`src/rtl/axil_ctrl_slave_if.sv`:
```
// AXI-Lite control-channel bundle between the host crossbar port (master)
// and the card register bank (slave).
//   AW: awaddr/awvalid/awready    W: wdata/wstrb/wvalid/wready
//   B : bresp/bvalid/bready       AR: araddr/arvalid/arready
//   R : rdata/rresp/rvalid/rready
interface axil_ctrl_slave_if;
  logic [31:0] awaddr;
  logic        awvalid;
  logic        awready;
  logic [31:0] wdata;
  logic [3:0]  wstrb;
  logic        wvalid;
  logic        wready;
  logic [1:0]  bresp;
  logic        bvalid;
  logic        bready;
  logic [31:0] araddr;
  logic        arvalid;
  logic        arready;
  logic [31:0] rdata;
  logic [1:0]  rresp;
  logic        rvalid;
  logic        rready;

  modport slave (
    input  awaddr, awvalid, wdata, wstrb, wvalid, bready, araddr, arvalid, rready,
    output awready, wready, bresp, bvalid, arready, rdata, rresp, rvalid
  );

  modport master (
    output awaddr, awvalid, wdata, wstrb, wvalid, bready, araddr, arvalid, rready,
    input  awready, wready, bresp, bvalid, arready, rdata, rresp, rvalid
  );
endinterface

```
`src/rtl/axil_ctrl_slave.sv`:
```
// AXI-Lite slave holding the card control/status register bank:
// VERSION, CTRL, SCRATCH, STATUS, EVENT_CNT and a 64-bit cycle counter
// read as CYCLE_LO / CYCLE_HI (HI returns the half latched by the LO read).
// Ports:
//   clk, rstn    - clock, asynchronous active-low reset
//   s_axil       - AXI-Lite slave bus (one outstanding write, one outstanding read)
//   ctrl_out     - CTRL register contents
//   status_in    - user status, sampled when STATUS is read
//   event_pulse  - one-cycle event strobe counted in EVENT_CNT
module axil_ctrl_slave #(
  parameter int unsigned ADDR_BITS  = 8,
  parameter logic [31:0] VERSION    = 32'd20200610,
  parameter logic [31:0] CTRL_RESET = 32'h0000_0000
) (
  input  logic             clk,
  input  logic             rstn,
  axil_ctrl_slave_if.slave s_axil,
  output logic [31:0]      ctrl_out,
  input  logic [31:0]      status_in,
  input  logic             event_pulse
);

  localparam int unsigned WW = ADDR_BITS - 2;
  localparam logic [1:0] RESP_OKAY   = 2'b00;
  localparam logic [1:0] RESP_SLVERR = 2'b10;

  localparam logic [WW-1:0] OFF_VERSION   = WW'(0);
  localparam logic [WW-1:0] OFF_CTRL      = WW'(1);
  localparam logic [WW-1:0] OFF_SCRATCH   = WW'(2);
  localparam logic [WW-1:0] OFF_STATUS    = WW'(3);
  localparam logic [WW-1:0] OFF_EVENT_CNT = WW'(4);
  localparam logic [WW-1:0] OFF_CYCLE_LO  = WW'(5);
  localparam logic [WW-1:0] OFF_CYCLE_HI  = WW'(6);

  logic        r_awready;
  logic        r_bvalid;
  logic [1:0]  r_bresp;
  logic        r_arready;
  logic        r_rvalid;
  logic [1:0]  r_rresp;
  logic [31:0] r_rdata;
  logic [31:0] r_ctrl;
  logic [31:0] r_scratch;
  logic [31:0] r_evt_cnt;
  logic [31:0] r_shadow;
  logic [63:0] r_cycle;

  logic [WW-1:0] w_wr_word;
  logic [WW-1:0] w_rd_word;
  logic          w_wr_fire;
  logic          w_rd_fire;
  logic          w_wr_hit;
  logic          w_rd_hit;
  logic          w_evt_clr;
  logic [31:0]   w_rd_data;
  logic          w_unused;

  // Only the word offset within the decoded window matters.
  assign w_wr_word = s_axil.awaddr[ADDR_BITS-1:2];
  assign w_rd_word = s_axil.araddr[ADDR_BITS-1:2];
  assign w_unused  = ^{s_axil.awaddr[31:ADDR_BITS], s_axil.awaddr[1:0],
                       s_axil.araddr[31:ADDR_BITS], s_axil.araddr[1:0]};

  // Ready is registered, so the transfer completes on the edge after ready rises.
  assign w_wr_fire = r_awready & s_axil.awvalid & s_axil.wvalid;
  assign w_rd_fire = r_arready & s_axil.arvalid;
  assign w_wr_hit  = (w_wr_word <= OFF_CYCLE_HI);
  assign w_evt_clr = w_wr_fire & (w_wr_word == OFF_EVENT_CNT);

  assign s_axil.awready = r_awready;
  assign s_axil.wready  = r_awready;
  assign s_axil.bvalid  = r_bvalid;
  assign s_axil.bresp   = r_bresp;
  assign s_axil.arready = r_arready;
  assign s_axil.rvalid  = r_rvalid;
  assign s_axil.rresp   = r_rresp;
  assign s_axil.rdata   = r_rdata;
  assign ctrl_out       = r_ctrl;

  // Byte-lane merge for strobed writes.
  function automatic logic [31:0] f_merge(input logic [31:0] old_v,
                                          input logic [31:0] new_v,
                                          input logic [3:0]  strb);
    logic [31:0] v;
    v = old_v;
    for (int b = 0; b < 4; b++) begin
      if (strb[b]) v[8*b +: 8] = new_v[8*b +: 8];
    end
    return v;
  endfunction

  // Read data mux; unmapped offsets return zero with an error flag.
  always_comb begin
    w_rd_data = '0;
    w_rd_hit  = 1'b1;
    case (w_rd_word)
      OFF_VERSION:   w_rd_data = VERSION;
      OFF_CTRL:      w_rd_data = r_ctrl;
      OFF_SCRATCH:   w_rd_data = r_scratch;
      OFF_STATUS:    w_rd_data = status_in;
      OFF_EVENT_CNT: w_rd_data = r_evt_cnt;
      OFF_CYCLE_LO:  w_rd_data = r_cycle[31:0];
      OFF_CYCLE_HI:  w_rd_data = r_shadow;
      default:       w_rd_hit  = 1'b0;
    endcase
  end

  // Write channel handshake; AW and W are only taken together, one at a time.
  always_ff @(posedge clk or negedge rstn) begin
    if (!rstn) begin
      r_awready <= 1'b0;
      r_bvalid  <= 1'b0;
      r_bresp   <= RESP_OKAY;
    end else begin
      r_awready <= s_axil.awvalid & s_axil.wvalid & ~r_bvalid & ~r_awready;
      if (w_wr_fire) begin
        r_bvalid <= 1'b1;
        r_bresp  <= w_wr_hit ? RESP_OKAY : RESP_SLVERR;
      end else if (r_bvalid && s_axil.bready) begin
        r_bvalid <= 1'b0;
      end
    end
  end

  // Read channel handshake; data and the CYCLE_HI shadow latch on the accept edge.
  always_ff @(posedge clk or negedge rstn) begin
    if (!rstn) begin
      r_arready <= 1'b0;
      r_rvalid  <= 1'b0;
      r_rresp   <= RESP_OKAY;
      r_rdata   <= '0;
      r_shadow  <= '0;
    end else begin
      r_arready <= s_axil.arvalid & ~r_rvalid & ~r_arready;
      if (w_rd_fire) begin
        r_rvalid <= 1'b1;
        r_rdata  <= w_rd_data;
        r_rresp  <= w_rd_hit ? RESP_OKAY : RESP_SLVERR;
        if (w_rd_word == OFF_CYCLE_LO) r_shadow <= r_cycle[63:32];
      end else if (r_rvalid && s_axil.rready) begin
        r_rvalid <= 1'b0;
      end
    end
  end

  // Writable registers.
  always_ff @(posedge clk or negedge rstn) begin
    if (!rstn) begin
      r_ctrl    <= CTRL_RESET;
      r_scratch <= '0;
    end else if (w_wr_fire) begin
      if (w_wr_word == OFF_CTRL)    r_ctrl    <= f_merge(r_ctrl, s_axil.wdata, s_axil.wstrb);
      if (w_wr_word == OFF_SCRATCH) r_scratch <= f_merge(r_scratch, s_axil.wdata, s_axil.wstrb);
    end
  end

  // Counters; a clear coincident with a pulse leaves the count at one.
  always_ff @(posedge clk or negedge rstn) begin
    if (!rstn) begin
      r_evt_cnt <= '0;
      r_cycle   <= '0;
    end else begin
      r_evt_cnt <= (w_evt_clr ? 32'd0 : r_evt_cnt) + 32'(event_pulse);
      r_cycle   <= r_cycle + 64'd1;
    end
  end

endmodule

```
`src/flat_wrapper.sv`:
```
// flat-port wrapper written by rule: the top's interface ports become plain ports
module axil_ctrl_slave_flat 
#(
  parameter int unsigned ADDR_BITS  = 8,
  parameter logic [31:0] VERSION    = 32'd20200610,
  parameter logic [31:0] CTRL_RESET = 32'h0000_0000
)
  (clk, rstn, ctrl_out, status_in, event_pulse, s_axil_awaddr, s_axil_awvalid, s_axil_wdata, s_axil_wstrb, s_axil_wvalid, s_axil_bready, s_axil_araddr, s_axil_arvalid, s_axil_rready, s_axil_awready, s_axil_wready, s_axil_bresp, s_axil_bvalid, s_axil_arready, s_axil_rdata, s_axil_rresp, s_axil_rvalid);
  axil_ctrl_slave_if s_axil_i ();
  input  logic clk;
  input  logic rstn;
  output logic [31:0] ctrl_out;
  input  logic [31:0] status_in;
  input  logic event_pulse;
  input wire logic [$bits(s_axil_i.awaddr)-1:0] s_axil_awaddr;
  input wire logic [$bits(s_axil_i.awvalid)-1:0] s_axil_awvalid;
  input wire logic [$bits(s_axil_i.wdata)-1:0] s_axil_wdata;
  input wire logic [$bits(s_axil_i.wstrb)-1:0] s_axil_wstrb;
  input wire logic [$bits(s_axil_i.wvalid)-1:0] s_axil_wvalid;
  input wire logic [$bits(s_axil_i.bready)-1:0] s_axil_bready;
  input wire logic [$bits(s_axil_i.araddr)-1:0] s_axil_araddr;
  input wire logic [$bits(s_axil_i.arvalid)-1:0] s_axil_arvalid;
  input wire logic [$bits(s_axil_i.rready)-1:0] s_axil_rready;
  output wire logic [$bits(s_axil_i.awready)-1:0] s_axil_awready;
  output wire logic [$bits(s_axil_i.wready)-1:0] s_axil_wready;
  output wire logic [$bits(s_axil_i.bresp)-1:0] s_axil_bresp;
  output wire logic [$bits(s_axil_i.bvalid)-1:0] s_axil_bvalid;
  output wire logic [$bits(s_axil_i.arready)-1:0] s_axil_arready;
  output wire logic [$bits(s_axil_i.rdata)-1:0] s_axil_rdata;
  output wire logic [$bits(s_axil_i.rresp)-1:0] s_axil_rresp;
  output wire logic [$bits(s_axil_i.rvalid)-1:0] s_axil_rvalid;
  assign s_axil_i.awaddr = s_axil_awaddr;
  assign s_axil_i.awvalid = s_axil_awvalid;
  assign s_axil_i.wdata = s_axil_wdata;
  assign s_axil_i.wstrb = s_axil_wstrb;
  assign s_axil_i.wvalid = s_axil_wvalid;
  assign s_axil_i.bready = s_axil_bready;
  assign s_axil_i.araddr = s_axil_araddr;
  assign s_axil_i.arvalid = s_axil_arvalid;
  assign s_axil_i.rready = s_axil_rready;
  assign s_axil_awready = s_axil_i.awready;
  assign s_axil_wready = s_axil_i.wready;
  assign s_axil_bresp = s_axil_i.bresp;
  assign s_axil_bvalid = s_axil_i.bvalid;
  assign s_axil_arready = s_axil_i.arready;
  assign s_axil_rdata = s_axil_i.rdata;
  assign s_axil_rresp = s_axil_i.rresp;
  assign s_axil_rvalid = s_axil_i.rvalid;
  axil_ctrl_slave #(.ADDR_BITS(ADDR_BITS), .VERSION(VERSION), .CTRL_RESET(CTRL_RESET)) u_core (.clk(clk), .rstn(rstn), .s_axil(s_axil_i), .ctrl_out(ctrl_out), .status_in(status_in), .event_pulse(event_pulse));
endmodule
```
`config.mk`:
```
export PLATFORM = sky130hd
export DESIGN_NAME = axil_ctrl_slave_flat
export DESIGN_NICKNAME = d
export VERILOG_FILES = /design/src/rtl/axil_ctrl_slave_if.sv /design/src/rtl/axil_ctrl_slave.sv /design/src/flat_wrapper.sv
export SDC_FILE = /design/constraint.sdc
export NUM_CORES = 1
export LEC_CHECK = 0
export ABC_AREA = 1
export CORE_MARGIN = 4
export CORE_UTILIZATION = 35
export CTS_CLUSTER_SIZE = 25
export DETAILED_ROUTE_END_ITERATION = 16
export GPL_ROUTABILITY_DRIVEN = 0
export PLACE_DENSITY_LB_ADDON = 0.15
export SETUP_SLACK_MARGIN = 0.2
export SYNTH_ARGS = -nofsm -noshare
export SYNTH_HDL_FRONTEND = slang
export SYNTH_SLANG_ARGS = --single-unit
```
`constraint.sdc`:
```
create_clock -name clk -period 3.6 [get_ports clk]
set_clock_uncertainty 0.2 [all_clocks]
set_input_delay 0.72 -clock clk [delete_from_list [all_inputs] [get_ports clk]]
set_output_delay 0.72 -clock clk [all_outputs]
set_load 0.05 [all_outputs]
```
== Word-level counts from Yosys, hierarchy flattened ==
Index checks and enable logic that the tools add are counted.
Storage, ports and cells
  bits in registers: 232
  input port bits: 140
  output and inout bits: 73
  logic and storage cells: 67
Cells by class
  $add $sub $neg: 2
  $lt $le $gt $ge: 1
  eq/ne operators: 9
  multiplexer cells: 9
  bitwise gates (word level): 13
  reductions and logical operators: 15
Operators by type and width (count)
  one-hot mux 32 bit (7 select lines): 1
  adder 64 x 1 -> 64 bit (second input constant): 1
  adder 32 x 1 -> 32 bit: 1
  two-way mux 32 bit: 1
  equality test 6 x 3 -> 1 bit (second input constant): 4
  AND reduction 3 bit: 8
  equality test 6 x 2 -> 1 bit (second input constant): 3
  equality test 6 x 1 -> 1 bit (second input constant): 2
  bitwise AND 1 bit: 9
  OR reduction 7 bit: 1
  less-or-equal comparator 6 x 3 -> 1 bit (second input constant): 1
  logical NOT 6 bit: 1
  two-way mux 1 bit: 5
  two-way mux 2 bit: 2
  NOT 1 bit: 4
  nonzero test 2 bit: 2
  logical AND 1 bit: 2
  AND reduction 2 bit: 1

== Depth between registers and ports, before layout ==
  word-level depth: 5
  gate-level depth with buffers: 18
  mapped depth without buffers: 16

== Worst setup path after synthesis ==
OpenSTA, ideal clock, no wires.
  path type: input to register
  start: input s_axil_wvalid
  end: register u_core.r_evt_cnt[28]
  setup time: 0.116 ns
  arrival: 2.632 ns
  required time: 3.284 ns
  slack: 0.652 ns
  stages on the path: 17
  buffers on the path: 2
  cells stage by stage: nand3_2 nor2_1 nand2_1 buf_2 inv_1 buf_2 nor2_1 ha_1 ha_1 nand2_1 nand3b_1 nor2_4 nand2_2 nor2_2 nand2_1 nand2_1 nand2_1
Between the ends
  cells in the longest elaborated chain, start to end: 4
RTL lines
  start, declared: line flat_wrapper.sv:19  | input wire logic [$bits(s_axil_i.wvalid)-1:0] s_axil_wvalid;
  bitwise AND 1 bit: line axil_ctrl_slave.sv:65  | assign w_wr_fire = r_awready & s_axil.awvalid & s_axil.wvalid;
  bitwise AND 1 bit: line axil_ctrl_slave.sv:68  | assign w_evt_clr = w_wr_fire & (w_wr_word == OFF_EVENT_CNT);
  two-way mux 32 bit: line axil_ctrl_slave.sv:163  | r_evt_cnt <= (w_evt_clr ? 32'd0 : r_evt_cnt) + 32'(event_pulse);
  adder 32 x 1 -> 32 bit: line axil_ctrl_slave.sv:163
  end signal, assigned: line axil_ctrl_slave.sv:163
  end, declared: line axil_ctrl_slave.sv:44  | logic [31:0] r_evt_cnt;
No other way between the ends.
A chain may end at the register's enable or synchronous reset.

== Final worst setup path ==
  start: input s_axil_awaddr[3]
  end: register u_core.r_evt_cnt[28]
Between the ends
  cells in the longest elaborated chain, start to end: 4
RTL lines
  start, declared: line flat_wrapper.sv:15  | input wire logic [$bits(s_axil_i.awaddr)-1:0] s_axil_awaddr;
  equality test 6 x 3 -> 1 bit: line axil_ctrl_slave.sv:68
  bitwise AND 1 bit: line axil_ctrl_slave.sv:68
  two-way mux 32 bit: line axil_ctrl_slave.sv:163
  adder 32 x 1 -> 32 bit: line axil_ctrl_slave.sv:163
No other way between the ends.

==> summary.md <==
| Metric | Value |
|---|---|
| Outcome | finished, final reports clean |
| Grt ovf | 0 |
| Worst-path clk slew | 0.06 ns |
| Pin count of the biggest net entering global routing | 83 |
| Clock buffer depth | 3 |
| Final max-slew violation count | 0 |
| Static Leak | 6.839 nW |
| Wirelength per Cell | 18.69 um |
| Reg2reg setup slack | 1.03 ns |
| CORE AREA | 33450 um^2 |
| TNS Setup | 0 ns |
| Reg2reg start | u_core.r_cycle[0] |
| CP Launch Type | primary input |
| Ports | 213 |
| Fmax | 348.1 MHz |
| GRT met1 Usage | 31.98% |
| Synth Register Bits | 230 |
| Std-Cell Rows | 67 |
| Worst skew pair latency | 0.54 ns |
| Worst R2R End | u_core.r_cycle[50] |
| GR Util met3 | 3.508% |
| Least-Margin Pin Slew | 0.6728 ns |
| Total GRT Usage | 22.47% |
| 1st-iter DRT viols | 884 |
| # setup viols final | 0 |
| Area grow syn2layout | 25.89% |
| Most frequent cells in the layout | nand2_1 (508), dfrtp_1 (230), inv_1 (184) |
| # DRC | 0 |
| Pwr Total | 5.955 mW |
| Cells after synthesis | 1558 |
| Total clock sinks | 230 |
| GR Util met2 | 35.44% |
| End point of the critical path | u_core.r_evt_cnt[28] |
| Final Hold Viols | 0 |
| Crit path capture type | flip-flop |
| Routed Antenna Nets | 0 |
| Pwr/cell area | 400.5 nW/um^2 |
| DR vias | 10735 |
| Nets | 1873 |
| Slew HR | 55.15% |
| Initial antenna violation count | 3 |
| Register area share after synthesis | 48.73% |
| Port bufs | 158 |
| Max-cap viol count | 0 |
| Global-route wire length before repair | 63280 um |
| Global routing's busiest layer | met2 |
| Setup bufs post-CTS | 0 |
| Router iterations before antenna repair | 6 |
| Setup crit start | s_axil_awaddr[3] |
| DIE WIDTH | 191.7 um |
| RSZ-0062 raised after global routing | no |
| Vias/cell | 4.884 |
| Critical Path RT | 3.82 ns |
| CP max FO | 5 |
| Root Buffer | clkbuf_16 |
| Commonest non-fill, non-tap cell in the layout | nand2_1 |
| Starting Density | 35.31% |
| YS warnings | 0 |
| Min cycle time layout | 2.873 ns |
| # placed instances | 2148 |
| Post-detail-place hpwl | 32160 um |
| CTS tree | done |
| Syn Area/Cell | 7.581 um^2 |
| Die Y | 191.7 um |
| Number of H-tree levels | 1 |
| Hold WC Path Type | reg -> reg |
| Worst EP arrival | 3.09 ns |
| Reg2reg path depth | 10 |
| Crit share post-route | 79.81% |
| Vias in the first global route | 10812 |
| Post-synthesis cell type count | 40 |
| Non-Filler Instances | 2198 |
| Syn Std Cell Area | 11810 um^2 |
| VDD IR max | 0.0003935 V |
| Layout cell share with drive strength beyond 1 | 5.034% |
| Die area | 36750 um^2 |
| WL final | 41090 um |
| Critical path class | in -> reg |
| Num CTS Buffers | 27 |
critical path, cell delays in order:
cell,delay (ns)
clkdlybuf4s50_1,0.53
inv_2,0.06
nand2_1,0.06
nor2_1,0.05
nand2_1,0.10
inv_1,0.08
nor2_1,0.09
ha_1,0.18
ha_1,0.19
nand2_1,0.05
nand3b_1,0.27
nor2_4,0.24
nand2_2,0.12
nor2_2,0.16
nand2_1,0.07
nand2_1,0.06
nand2_1,0.05
through the flow:
stage	hold WS, ns	cell area [um^2]	setup WS [ns]	util (%)
floorplan	0.2244	11820	0.6516	-
global placement	0.2396	14010	0.2515	41.89
global route	0.2630	14870	0.4397	44.45
finish	0.2474	14870	0.7270	44.45
detailed placement	0.2500	14010	0.2047	41.89
CTS	0.2576	14860	0.7598	44.44
power breakdown:
part	switching (mW)	total, mW	internal [mW]
Sequential	0.0700	2.74	2.67
Combinational	0.337	0.552	0.215
Clock	1.08	2.67	1.58
worst min path at each step:
stage,depth (start not counted),from,end
floorplan,0,rstn,u_core.ctrl_out[0]
global placement,1,u_core.s_axil.arready,u_core.s_axil.arready
detailed placement,1,u_core.s_axil.bvalid,u_core.s_axil.awready
CTS,1,u_core.s_axil.bvalid,u_core.s_axil.awready
global route,1,u_core.s_axil.arready,u_core.s_axil.arready
finish,1,u_core.s_axil.arready,u_core.s_axil.arready
routing by layer:
layer	wire (um)	up-vias
met5	0	-
met4	1332	0
met3	2444	67
met2	18400	329
met1	18910	5087
li1	-	5252
cell usage after synthesis, drive strengths merged:
| cell type | count | area (um^2) |
|---|---|---|
| a22oi | 19 | 142.6 |
| o221ai | 4 | 35.03 |
| xor2 | 68 | 595.6 |
| nand3b | 4 | 30.03 |
| inv | 187 | 701.9 |
| a311oi | 1 | 8.760 |
| a22o | 1 | 8.760 |
| o22ai | 3 | 18.77 |
| nand3 | 85 | 435.4 |
| xnor2 | 5 | 43.79 |
| clkbuf | 23 | 86.33 |
| conb | 1 | 3.750 |
| nand4 | 35 | 219.0 |
| nor2 | 182 | 728.2 |
| o21ai | 111 | 555.5 |
| or2 | 1 | 6.260 |
| buf | 22 | 123.9 |
| o21a | 2 | 15.01 |
| nand2 | 511 | 1931 |
| clkinv | 2 | 7.510 |
| nor3 | 37 | 190.2 |
| mux2 | 1 | 11.26 |
| dfrtp | 230 | 5756 |
| o21bai | 1 | 7.510 |
| a31oi | 1 | 6.260 |
| nor4 | 3 | 31.28 |
| a21oi | 15 | 75.07 |
| ha | 3 | 37.54 |
logic make-up after synthesis:
group	share of synthesized area, %
AO/OA/AOI/OAI	7.394
XOR/XNOR	5.413
adder cells (fa/ha/maj)	0.3178
buffers and inverters	7.786
flip-flops	48.73
multiplexers	0.09533
other	0.03175
AND/OR/NAND/NOR	30.23
cell type report:
cell class              count  area (um^2)
diodes                      2        5.005
clock buffers              41        758.2
clock inverters             6        83.83
fillers                  3434        18580
inverters                 189        709.4
multi-input cells        1095         5140
flip-flops and latches    230         5756
well taps                 448        560.5
repair buffers            187         1857
state kept, by name, summed over array words and instances (netlist names), 32 cells and up:
| register | cells |
|---|---|
| u_core.ctrl_out | 32 |
| u_core.r_shadow | 32 |
| u_core.s_axil.rdata | 32 |
| u_core.r_evt_cnt | 32 |
| u_core.r_scratch | 32 |
| u_core.r_cycle | 64 |
timing repair:
action,CTS,global route
hold buffers,1,0
resized for setup,0,0
hold endpoints to repair,15,0
No activity file was read; power rests on OpenSTA's default activity.
